===== src/rtl/whack_game_ctrl.sv =====
// whack_game_ctrl: sequencing controller for the whack-a-mole game.
// Runs IDLE -> LOAD -> ARM -> PLAY -> OVER. It places one mole at a time on
// one of four holes, using an 8-bit LFSR to pick the hole. It counts hits,
// saturating at 255, and retires a mole on a hit or after MOLE_TICKS cycles.
//
// Ports:
//   CLOCK_50     in   clock, rising edge
//   reset_n      in   async active-low reset
//   start_btn    in   start request pulse (honoured in IDLE/OVER only)
//   whack[3:0]   in   per-hole hit pulses
//   time_left[7:0] in remaining seconds from the game timer
//   load_time    out  one-cycle load strobe to the game timer
//   parload      out  coincident with load_time
//   start_timer  out  timer count enable, high in PLAY
//   mole[3:0]    out  one-hot active hole, 0 when no mole is up
//   score[7:0]   out  hits this game, saturating
//   game_over    out  high in OVER
module whack_game_ctrl #(
   parameter int unsigned MOLE_TICKS = 50_000_000,
   parameter logic [7:0]  LFSR_SEED  = 8'hA5
) (
   input  logic       CLOCK_50,
   input  logic       reset_n,
   input  logic       start_btn,
   input  logic [3:0] whack,
   input  logic [7:0] time_left,
   output logic       load_time,
   output logic       parload,
   output logic       start_timer,
   output logic [3:0] mole,
   output logic [7:0] score,
   output logic       game_over
);

   typedef enum logic [2:0] {S_IDLE, S_LOAD, S_ARM, S_PLAY, S_OVER} state_t;

   localparam logic [25:0] RELOAD = 26'(MOLE_TICKS - 1);

   state_t      state_q, state_d;
   logic [7:0]  lfsr_q, lfsr_d;
   logic [25:0] mtmr_q, mtmr_d;
   logic [3:0]  mole_q, mole_d;
   logic [7:0]  score_q, score_d;
   logic        load_q, load_d;
   logic        start_q, start_d;
   logic        over_q, over_d;

   logic [1:0]  cur_idx, cand, sel;
   logic [3:0]  spawn;

   // Fibonacci LFSR, x^8+x^6+x^5+x^4+1; free-running in every state.
   assign lfsr_d = {lfsr_q[6:0], lfsr_q[7] ^ lfsr_q[5] ^ lfsr_q[4] ^ lfsr_q[3]};

   // Candidate hole from the LFSR; bump by one if it would repeat the
   // current mole. With no mole up (first spawn) the candidate is used as-is.
   always_comb begin
      cur_idx = 2'd0;
      case (mole_q)
         4'b0010: cur_idx = 2'd1;
         4'b0100: cur_idx = 2'd2;
         4'b1000: cur_idx = 2'd3;
         default: cur_idx = 2'd0;
      endcase
      cand = lfsr_q[1:0];
      sel  = ((mole_q != 4'b0000) && (cand == cur_idx)) ? cand + 2'd1 : cand;
      spawn = 4'b0001 << sel;
   end

   always_comb begin
      state_d = state_q;
      mole_d  = mole_q;
      score_d = score_q;
      mtmr_d  = mtmr_q;
      case (state_q)
         S_IDLE: begin
            if (start_btn) begin
               state_d = S_LOAD;
               score_d = 8'd0;
            end
         end
         S_LOAD: state_d = S_ARM;
         S_ARM: begin
            // Hold until the timer reports its freshly loaded length.
            if (time_left != 8'd0) begin
               state_d = S_PLAY;
               mole_d  = spawn;
               mtmr_d  = RELOAD;
            end
         end
         S_PLAY: begin
            if (time_left == 8'd0) begin
               // End of game wins over a hit in the same cycle.
               state_d = S_OVER;
               mole_d  = 4'b0000;
            end else if ((whack & mole_q) != 4'b0000) begin
               score_d = (score_q == 8'hFF) ? score_q : score_q + 8'd1;
               mole_d  = spawn;
               mtmr_d  = RELOAD;
            end else if (mtmr_q == 26'd0) begin
               mole_d  = spawn;
               mtmr_d  = RELOAD;
            end else begin
               mtmr_d  = mtmr_q - 26'd1;
            end
         end
         S_OVER: begin
            mole_d = 4'b0000;
            if (start_btn) begin
               state_d = S_LOAD;
               score_d = 8'd0;
            end
         end
         default: begin
            state_d = S_IDLE;
            mole_d  = 4'b0000;
         end
      endcase
      // Strobes are registered so they line up with the state they belong to.
      load_d  = (state_d == S_LOAD);
      start_d = (state_d == S_PLAY);
      over_d  = (state_d == S_OVER);
   end

   always_ff @(posedge CLOCK_50 or negedge reset_n) begin
      if (!reset_n) begin
         state_q <= S_IDLE;
         lfsr_q  <= LFSR_SEED;
         mtmr_q  <= 26'd0;
         mole_q  <= 4'b0000;
         score_q <= 8'd0;
         load_q  <= 1'b0;
         start_q <= 1'b0;
         over_q  <= 1'b0;
      end else begin
         state_q <= state_d;
         lfsr_q  <= lfsr_d;
         mtmr_q  <= mtmr_d;
         mole_q  <= mole_d;
         score_q <= score_d;
         load_q  <= load_d;
         start_q <= start_d;
         over_q  <= over_d;
      end
   end

   assign load_time   = load_q;
   assign parload     = load_q;
   assign start_timer = start_q;
   assign mole        = mole_q;
   assign score       = score_q;
   assign game_over   = over_q;

endmodule


===== config.mk =====
export PLATFORM = sky130hd
export DESIGN_NAME = whack_game_ctrl
export DESIGN_NICKNAME = d
export VERILOG_FILES = /design/src/rtl/whack_game_ctrl.sv
export SDC_FILE = /design/constraint.sdc
export NUM_CORES = 1
export LEC_CHECK = 0
export CAP_MARGIN = 10
export CORE_ASPECT_RATIO = 0.8
export CORE_MARGIN = 2
export CORE_UTILIZATION = 55
export CTS_BUF_LIST = sky130_fd_sc_hd__clkbuf_16
export CTS_CLUSTER_DIAMETER = 50
export DETAILED_ROUTE_END_ITERATION = 7
export HOLD_SLACK_MARGIN = 0.03
export PLACE_DENSITY = 0.79
export SETUP_SLACK_MARGIN = 0.1
export SYNTH_ARGS = -nofsm -noshare
export SYNTH_HDL_FRONTEND = slang
export SYNTH_SLANG_ARGS = --single-unit
export TNS_END_PERCENT = 10

===== constraint.sdc =====
create_clock -name CLOCK_50 -period 3.3 [get_ports CLOCK_50]
set_input_delay 0.33 -clock CLOCK_50 [delete_from_list [all_inputs] [get_ports CLOCK_50]]
set_output_delay 0.33 -clock CLOCK_50 [all_outputs]
set_load 0.01 [all_outputs]

==> results by group <==
Synth
  • Cell variety after synth: 55
  • Largest cells by area after synthesis: dfrtp_1, xnor2_1, dfstp_2
  • Seq cells post-synth: 52
  • Post-synth top area share: 45.7%
  • Number of flops mapped to enable cells by yosys: 0
  • Synth Cell Area: 2630 um2
  • Synthesized area per cell: 10.0 um2
  • Yosys Warn Count: 0
  • Post-Synthesis Net Count: 280
  • Synth area leader: dfrtp_1
  • Seq/Total Area, Yosys: 49.7%
  • Async SR Flop Fraction: 100%
  • Synth Flop Type: dfrtp_1
  • Cells after Synth: 262

Drt
  • Post-Route WL: 5.77 mm
  • Vias: 2155
  • Via-to-Cell Ratio: 6.02
  • DRT iter0 DRCs: 157
  • Antenna Nets Post-Route: 0
  • Drt wl/cell: 16.1 um
  • Drt pass-1 iters: 4
  • Remaining routing DRC violations: 0

Finish
  • Most common cell after layout, fill and taps aside: dfrtp_1
  • Final Cell Area: 3150 um2
  • Layout cells sized above 1: 9.06%
  • Final nets: 315
  • Most frequent cells in the layout: dfrtp_1, clkdlybuf4s50_1, nand2_1, nor2_1, nor4_1
  • Antenna cells: 0
  • Area Growth Syn to Fin: 19.8%

Timing
  • Final critical-path share of the clock period: 90.6%
  • Final hold viol count: 0
  • Worst-margin pin slew: 0.639 ns
  • Normalized max-slew margin: 57.3%
  • Final setup viols: 0
  • Worst Skew: 0.00828 ns
  • Final Critical Period: 2.99 ns
  • Max Slew Vio Count: 0
  • Unrepaired setup endpoints after global routing: false
  • Max Clk Rate: 0.334 GHz
  • Setup TNS: 0 ns

Die
  • Core area: 4600 um2
  • Cell row count: 22
  • DIE WIDTH: 81.3 um
  • Num ports: 31
  • Die area: 5350 um2
  • Chip Height: 65.8 um
  • Initial Util: 57.2%

Worst setup path
  • CP required: 3.48 ns
  • CP startpoint kind: flip-flop
  • Worst Setup End Kind: flip-flop
  • CP Max Fanout: 12
  • CP Data Arrival Time: 3.17 ns
  • Worst path top cell family by delay: compound AO/OA/AOI/OAI gates
  • Critical path's largest stage delay: 0.73 ns
  • R2R Setup Slk: 0.31 ns
  • Crit path kind: reg -> reg
  • Max stage delay cell, worst path: o41ai_4
  • WP buf/inv: 0
  • Critical-path cell list: or4_4 -> or4_1 -> o41ai_4 -> o22ai_1 -> a22o_1
  • RR Startpoint: mtmr_q[12]$_DFFE_PN0P_
  • Critical path origin: mtmr_q[12]$_DFFE_PN0P_

Clock network
  • CTS tree: built
  • Clock sinks: 52
  • CTS Buf Count: 5
  • Root buffer cell: clkbuf_16
  • CTS max path bufs: 2
  • CTS resizes: 0
  • Htree depth: 2
  • Clk_lat worst skew: 0.29 ns
  • CTS clk-pin slew, worst paths: 0.07 ns
  • Post-CTS Setup Bufs: 0
  • CTS Hold Bufs: 1

Placed design
  • RD Place Congestion: 0.844
  • Input/output buffers: 30
  • DP HPWL: 4.00 mm
  • Placed Area: 2990 um2

Job
  • Max Cap Viol: 0

Power and ir drop
  • Power per cell area: 597 nW/um2
  • Power, Total: 1.88 mW
  • Peak supply drop: 0.000407 V
  • Pleak: 1.24 nW

Global route
  • Overflow after GRT: 0
  • GRT Util Overall: 23.6%
  • Largest net degree at the start of global routing: 31
  • Vias in the first global route: 1952
  • First-pass GRT wire length: 9.66 mm
  • Initial antenna violation count: 0

Outcome
  • Status: completed

Min path
  • HP Class: reg -> reg
  • HP Start: lfsr_q[6]$_DFF_PN0_
## Yosys cell counts (2+ instances only)
cell type / instances
a211o_1: 2
a21o_1: 2
a21oi_1: 9
a22o_1: 5
a22oi_1: 2
a2bb2oi_1: 4
and3_1: 4
buf_4: 2
clkbuf_1: 4
dfrtp_1: 48
dfstp_2: 4
ha_1: 3
inv_1: 11
nand2_1: 25
nand2b_1: 4
nand3_1: 6
nand3b_1: 5
nand4_1: 2
nor2_1: 19
nor3_1: 11
nor4_1: 16
o21ai_0: 14
o221ai_1: 2
o22a_1: 3
o22ai_1: 2
o41ai_1: 2
or3_1: 6
or4_1: 3
xnor2_1: 15
xor2_1: 2
## routing by layer
| layer | share of wire (%) | wire length [um] | up-vias | global-route usage [%] |
|---|---|---|---|---|
| li1 | - | - | 1040 | - |
| met1 | 50 | 2900 | 1050 | 36.8 |
| met2 | 44 | 2560 | 56 | 32.9 |
| met3 | 4.1 | 236 | 9 | 4.92 |
| met4 | 1.4 | 80 | 0 | 6.78 |
| met5 | 0 | 0 | - | 0 |
## report_power, final
part,total [mW],internal (mW),switching (mW)
clock network,0.526,0.287,0.240
logic,0.564,0.264,0.300
registers,0.790,0.703,0.0874
total,1.88,1.25,0.627
## sequential cells by signal, summed over array words and instances, names as in the netlist
signal / flops
mtmr_q: 26
lfsr_q: 8
score: 8
mole: 4
state_q: 3
game_over: 1
load_time: 1
start_timer: 1
## stage by stage
| stage | hold WS [ns] | util [%] | std cells | worst slack (ns) |
|---|---|---|---|---|
| after global routing | 0.372 | 68.5 | 358 | 0.176 |
| after CTS | 0.366 | 68.5 | 358 | 0.306 |
| after detailed placement | 0.321 | 65.1 | 349 | 0.341 |
| after floorplan | 0.0344 | - | 262 | 0.860 |
| after global placement | 0.315 | 65.1 | 349 | 0.421 |
| final | 0.363 | 68.5 | 358 | 0.310 |
## worst register-to-register path, cell delays in order (launching register included)
cell and delay [ns]:
dfrtp_1 0.42, or4_4 0.54, or4_1 0.62, o41ai_4 0.73, o22ai_1 0.28, a22o_1 0.29
## path summary, 6_finish.rpt
kind	depth (start not counted)	to
setup / recovery	5	mole[3]$_DFFE_PN0P_
hold / removal	0	lfsr_q[7]$_DFF_PN1_
setup reg to reg	5	mole[3]$_DFFE_PN0P_
hold reg to reg	0	lfsr_q[7]$_DFF_PN1_
max in group asynchronous	3	mtmr_q[22]$_DFFE_PN0P_
min in group asynchronous	2	mtmr_q[14]$_DFFE_PN0P_
## final cells by class
| class | instances | area (um2) |
|---|---|---|
| clock buffers | 5 | 125 |
| clock inverters | 3 | 25.0 |
| fillers | 361 | 1450 |
| inverters | 12 | 45.0 |
| multi-input cells | 190 | 1230 |
| flip-flops and latches | 52 | 1310 |
| well taps | 60 | 75.1 |
| repair buffers | 36 | 343 |
## kinds of logic (layout without fill, tap and decap cells)
group / after synthesis / after routing / share of synthesized area (%)
mux: 2 / 2 / 0.809
compound gates: 57 / 57 / 16.3
buf+inv: 20 / 56 / 3.47
simple gates: 111 / 111 / 22.6
fa+ha+maj: 3 / 3 / 1.43
flops: 52 / 52 / 49.7
xor+xnor: 17 / 17 / 5.66
No activity file was read; power rests on OpenSTA's default activity.
==> patch 1: new RTL, same settings <==
Add an input register stage for `start_btn`, cleared by the reset; this delays it by one clock. The other inputs are not delayed to match.
--- a/src/rtl/whack_game_ctrl.sv
+++ b/src/rtl/whack_game_ctrl.sv
@@ -38,2 +38,12 @@
 
+   logic start_btn_q;
+
+   always_ff @(posedge CLOCK_50 or negedge reset_n) begin
+      if (!reset_n) begin
+         start_btn_q <= '0;
+      end else begin
+         start_btn_q <= start_btn;
+      end
+   end
+
    state_t      state_q, state_d;
@@ -75,3 +85,3 @@
          S_IDLE: begin
-            if (start_btn) begin
+            if (start_btn_q) begin
                state_d = S_LOAD;
@@ -107,3 +117,3 @@
             mole_d = 4'b0000;
-            if (start_btn) begin
+            if (start_btn_q) begin
                state_d = S_LOAD;
Formal check against the unedited RTL: not equivalent (a bounded check fails within 4 cycles, from zero or initial values and one cycle with reset_n low).
==> patch 1 against the original RTL <==
Clock power is 2% lower. Synthesized area is 1.6% lower. Cell area is 2.3% lower. Count of clock-buffer cells in the layout stayed put. Synthesized cell count is 5.0% lower. Routed wire length is 7.7% lower. Global-route usage is 1.1 points lower. Setup slack better by 690 ps. Power is 4.0% lower. Sequential cell count is 1 higher.
==> patch 1: results (changes against the original RTL) <==
[routing]
initialDrtViolationCount = 113  ; -28%
route.met3.wl_um = 307  ; +30%
vias = 2013  ; -6.6%
wl_per_cell_um = 15.5  ; -3.7%
wl_met1_um = 2470  ; -15%

[global_routing]
grt_util_met1 = 0.304  ; -0.0642
grt_pass1_wl_um = 8930  ; -7.6%
grt_pass1_vias = 1917  ; -1.8%
met3_usage = 0.0673  ; +0.0181
grt_max_degree = 29  ; -6.5%
grtUsageMet2 = 0.364  ; +0.0346

[final_layout]
nNetsFinal = 300  ; -4.8%
final_area_sq_um = 3080  ; -2.3%
buffers = 31  ; -14%
nonClkBufAreaFrac = 0.0983  ; -0.0105
multiInputGateArea_sq_um = 1200  ; -2.4%
nMultiInputCombCells = 185  ; -2.6%
inv_count = 6  ; -6
fin_cells = 343  ; -4.2%
fillCellCount = 368  ; +1.9%

[placement]
place_congestion = 0.822  ; -2.5%
dpl-instance-area_sq_um = 2930  ; -1.9%
dp_hpwl_um = 3810  ; -4.8%

[logic_synthesis]
synth_common_cells = dfrtp_1 (49), nand2_1 (31), nor2_1 (20)
postSynthNetCount = 267  ; -4.6%
synthAdderAreaFrac = 0.0145  ; +0.000235
syn_area_per_cell_sq_um = 10.4  ; +3.5%
synth.area.top_cells = dfrtp_1 (47%), xnor2_1 (5.8%), nand2_1 (4.5%)
synth_compound_area_frac = 0.115  ; -0.0486
synthMuxAreaShare = 0.0155  ; +0.00739
synth_cell_types = 51  ; -7.3%
yosysSeqAreaShare = 0.515  ; +0.0178
synth_top_area_frac = 0.474  ; +0.0172

[sta]
clock.fmax_ghz = 0.435  ; +30%
finalClockSkew_ps = 7.21  ; -1.07 ps
tightest_slew_ps = 618  ; -20.6 ps

[setup_path]
reg2reg_from = mtmr_q[20]$_DFFE_PN0P_
critPathLaunch = time_left[5]
worst_r2r_endpoint = mole[0]$_DFFE_PN0P_
cp_max_fo = 18  ; +6
arrival_ps = 2470  ; -700 ps
worstSetupEndpoint = mtmr_q[14]$_DFFE_PN0P_
r2r_slack_ps = 1090  ; +780 ps

[power]
switching_share = 0.325  ; -0.00827
power_frac_seq = 0.452  ; +0.032
p_switching_mw = 0.587  ; -6.4%
peakVddDrop_uv = 359  ; -12%

[run_status]
status = finished clean

[clock_tree]
cts.sinks = 53  ; +1.9%

## patch 1: cell count changes in the layout (fill, tap and decap cells not counted), sizes merged, moves of 4 or more
cell / delta
a21oi: -5
buf: -4
inv: -6
nand2: +6
nand3: +8
o21ai: -4
xor2: +4
## patch 1: critical path, cell delays in order
cell and delay, ps:
clkdlybuf4s50_1 390, or4_1 630, o21ai_4 480, nor2_2 220, or3_1 410
## patch 1: how the worst min path moves through the flow
stage / startpoint / endpoint / slack, ps / cells after the start
floorplan: reset_n / game_over$_DFF_PN0_ / 30 / 0
global placement: lfsr_q[6]$_DFF_PN0_ / lfsr_q[7]$_DFF_PN1_ / 340 / 0
detailed placement: lfsr_q[6]$_DFF_PN0_ / lfsr_q[7]$_DFF_PN1_ / 350 / 0
CTS: reset_n / lfsr_q[1]$_DFF_PN0_ / 70 / 1
global route: reset_n / lfsr_q[1]$_DFF_PN0_ / 90 / 1
finish: reset_n / lfsr_q[1]$_DFF_PN0_ / 50 / 1
==> patch 2: new RTL, same flow settings <==
Without the edit above. Set the parameter `MOLE_TICKS` to 37_500_000 (it was 50_000_000).
--- a/src/rtl/whack_game_ctrl.sv
+++ b/src/rtl/whack_game_ctrl.sv
@@ -18,3 +18,3 @@
 module whack_game_ctrl #(
-   parameter int unsigned MOLE_TICKS = 50_000_000,
+   parameter int unsigned MOLE_TICKS = 37_500_000,
    parameter logic [7:0]  LFSR_SEED  = 8'hA5
Formal check against the unedited RTL: same outputs for any inputs over 10 cycles, from zero or initial values and one cycle with reset_n low; that may be too few to reach the edited logic, so the function may still have changed.
==> patch 2 against the original RTL <==
Routed wire length down 4.7%. Synthesized area shrank 2.7%. Setup slack better by 290 ps. Maximum frequency up 11%. Hold slack got worse by 270 ps. Power shrank 5.7%. Core utilization fell by 0.79 points. Cell area is 2.3% lower. First-iteration DRC count shrank 1.9%. Synthesized cell count is 3.4% lower. Sequential power rose by 0.5%. Global-route usage decreased by 0.65 points. Sequential cell count is the same. Critical endpoint is now mole[1]$_DFFE_PN0P_.
==> patch 2: results (changes against the original RTL) <==
[run_status]
status = finished clean

[sta]
finalClockSkew_ps = 5.02  ; -3.26 ps
max_slew_margin = 0.519  ; -0.0540

[logic_synthesis]
synth_compound_area_frac = 0.126  ; -0.0371
synth.area.top_cells = dfrtp_1 (47%), xnor2_1 (6.5%), nor2_1 (4.5%)
synth_common_cells = dfrtp_1 (48), nor2_1 (31), nand2_1 (23)
synthAdderAreaFrac = 0.0147  ; +0.000391
synthXorXnorAreaFrac = 0.0753  ; +0.0187

[final_layout]
drive_above_1_share = 0.104  ; +0.0136
fillCellCount = 358  ; -0.83%
seq_share = 0.425  ; +0.00995
nonClkBufAreaFrac = 0.108  ; -0.000643
multiInputGateArea_sq_um = 1190  ; -3.7%
nMultiInputCombCells = 186  ; -2.1%
nNetsFinal = 305  ; -3.2%
final-clk-cell-share = 0.0488  ; +0.00114

[power]
p_leak_nw = 1.18  ; -4.7%
p_clk_mw = 0.527  ; about the same
peakVddDrop_uv = 406  ; -0.40%
combinationalPowerShare = 0.255  ; -0.045
switching_share = 0.321  ; -0.0129

[placement]
dp.cells = 340  ; -2.6%
dpl-instance-area_sq_um = 2930  ; -2.1%
place_congestion = 0.842  ; -0.26%
place_ws_ps = 613  ; +272 ps

[global_routing]
grt_pass1_wl_um = 9130  ; -5.5%
grt_max_degree = 35  ; +13%
grt_pass1_vias = 1844  ; -5.5%
grtUsageTotal = 0.230  ; -0.00649

[setup_path]
path_delay_family = simple AND/OR/NAND/NOR gates
cp_max_fo = 14  ; +2
reg2reg_from = mtmr_q[8]$_DFFE_PN0P_
max_stage_delay_ps = 570  ; -160 ps

[hold_path]
hp-class = in -> async

[routing]
vias = 2022  ; -6.2%
vias_per_cell = 5.81  ; -3.5%

patch 2: cell types whose count changed in the layout (fill, tap and decap cells not counted), sizes merged, moves of 3 or more:
cell	unedited run	this run
o21ai	15	4
a2bb2oi	4	1
xnor2	15	19
or4	4	8
nand3	6	1
a21oi	9	6
nor2	20	31
a32o	1	4
nor3	12	16
nand2b	4	1
or2	1	4
inv	13	8
nand2	26	23
patch 2: path summary, 6_finish.rpt:
check                                         to  slack (ps)  cells after the start
max                          mole[1]$_DFFE_PN0P_         600                      6
min                        mtmr_q[0]$_DFFE_PN0P_          90                      1
max reg2reg                  mole[1]$_DFFE_PN0P_         600                      6
min reg2reg                  lfsr_q[7]$_DFF_PN1_         360                      0
max in group asynchronous    lfsr_q[0]$_DFF_PN1_        2440                      2
min in group CLOCK_50        lfsr_q[7]$_DFF_PN1_         360                      0
patch 2: layer usage:
metal  part of all wire  GRT usage
met3              0.050     0.0474
met5                  0          0
met2               0.43      0.329
met4              0.012     0.0699
met1               0.51      0.351
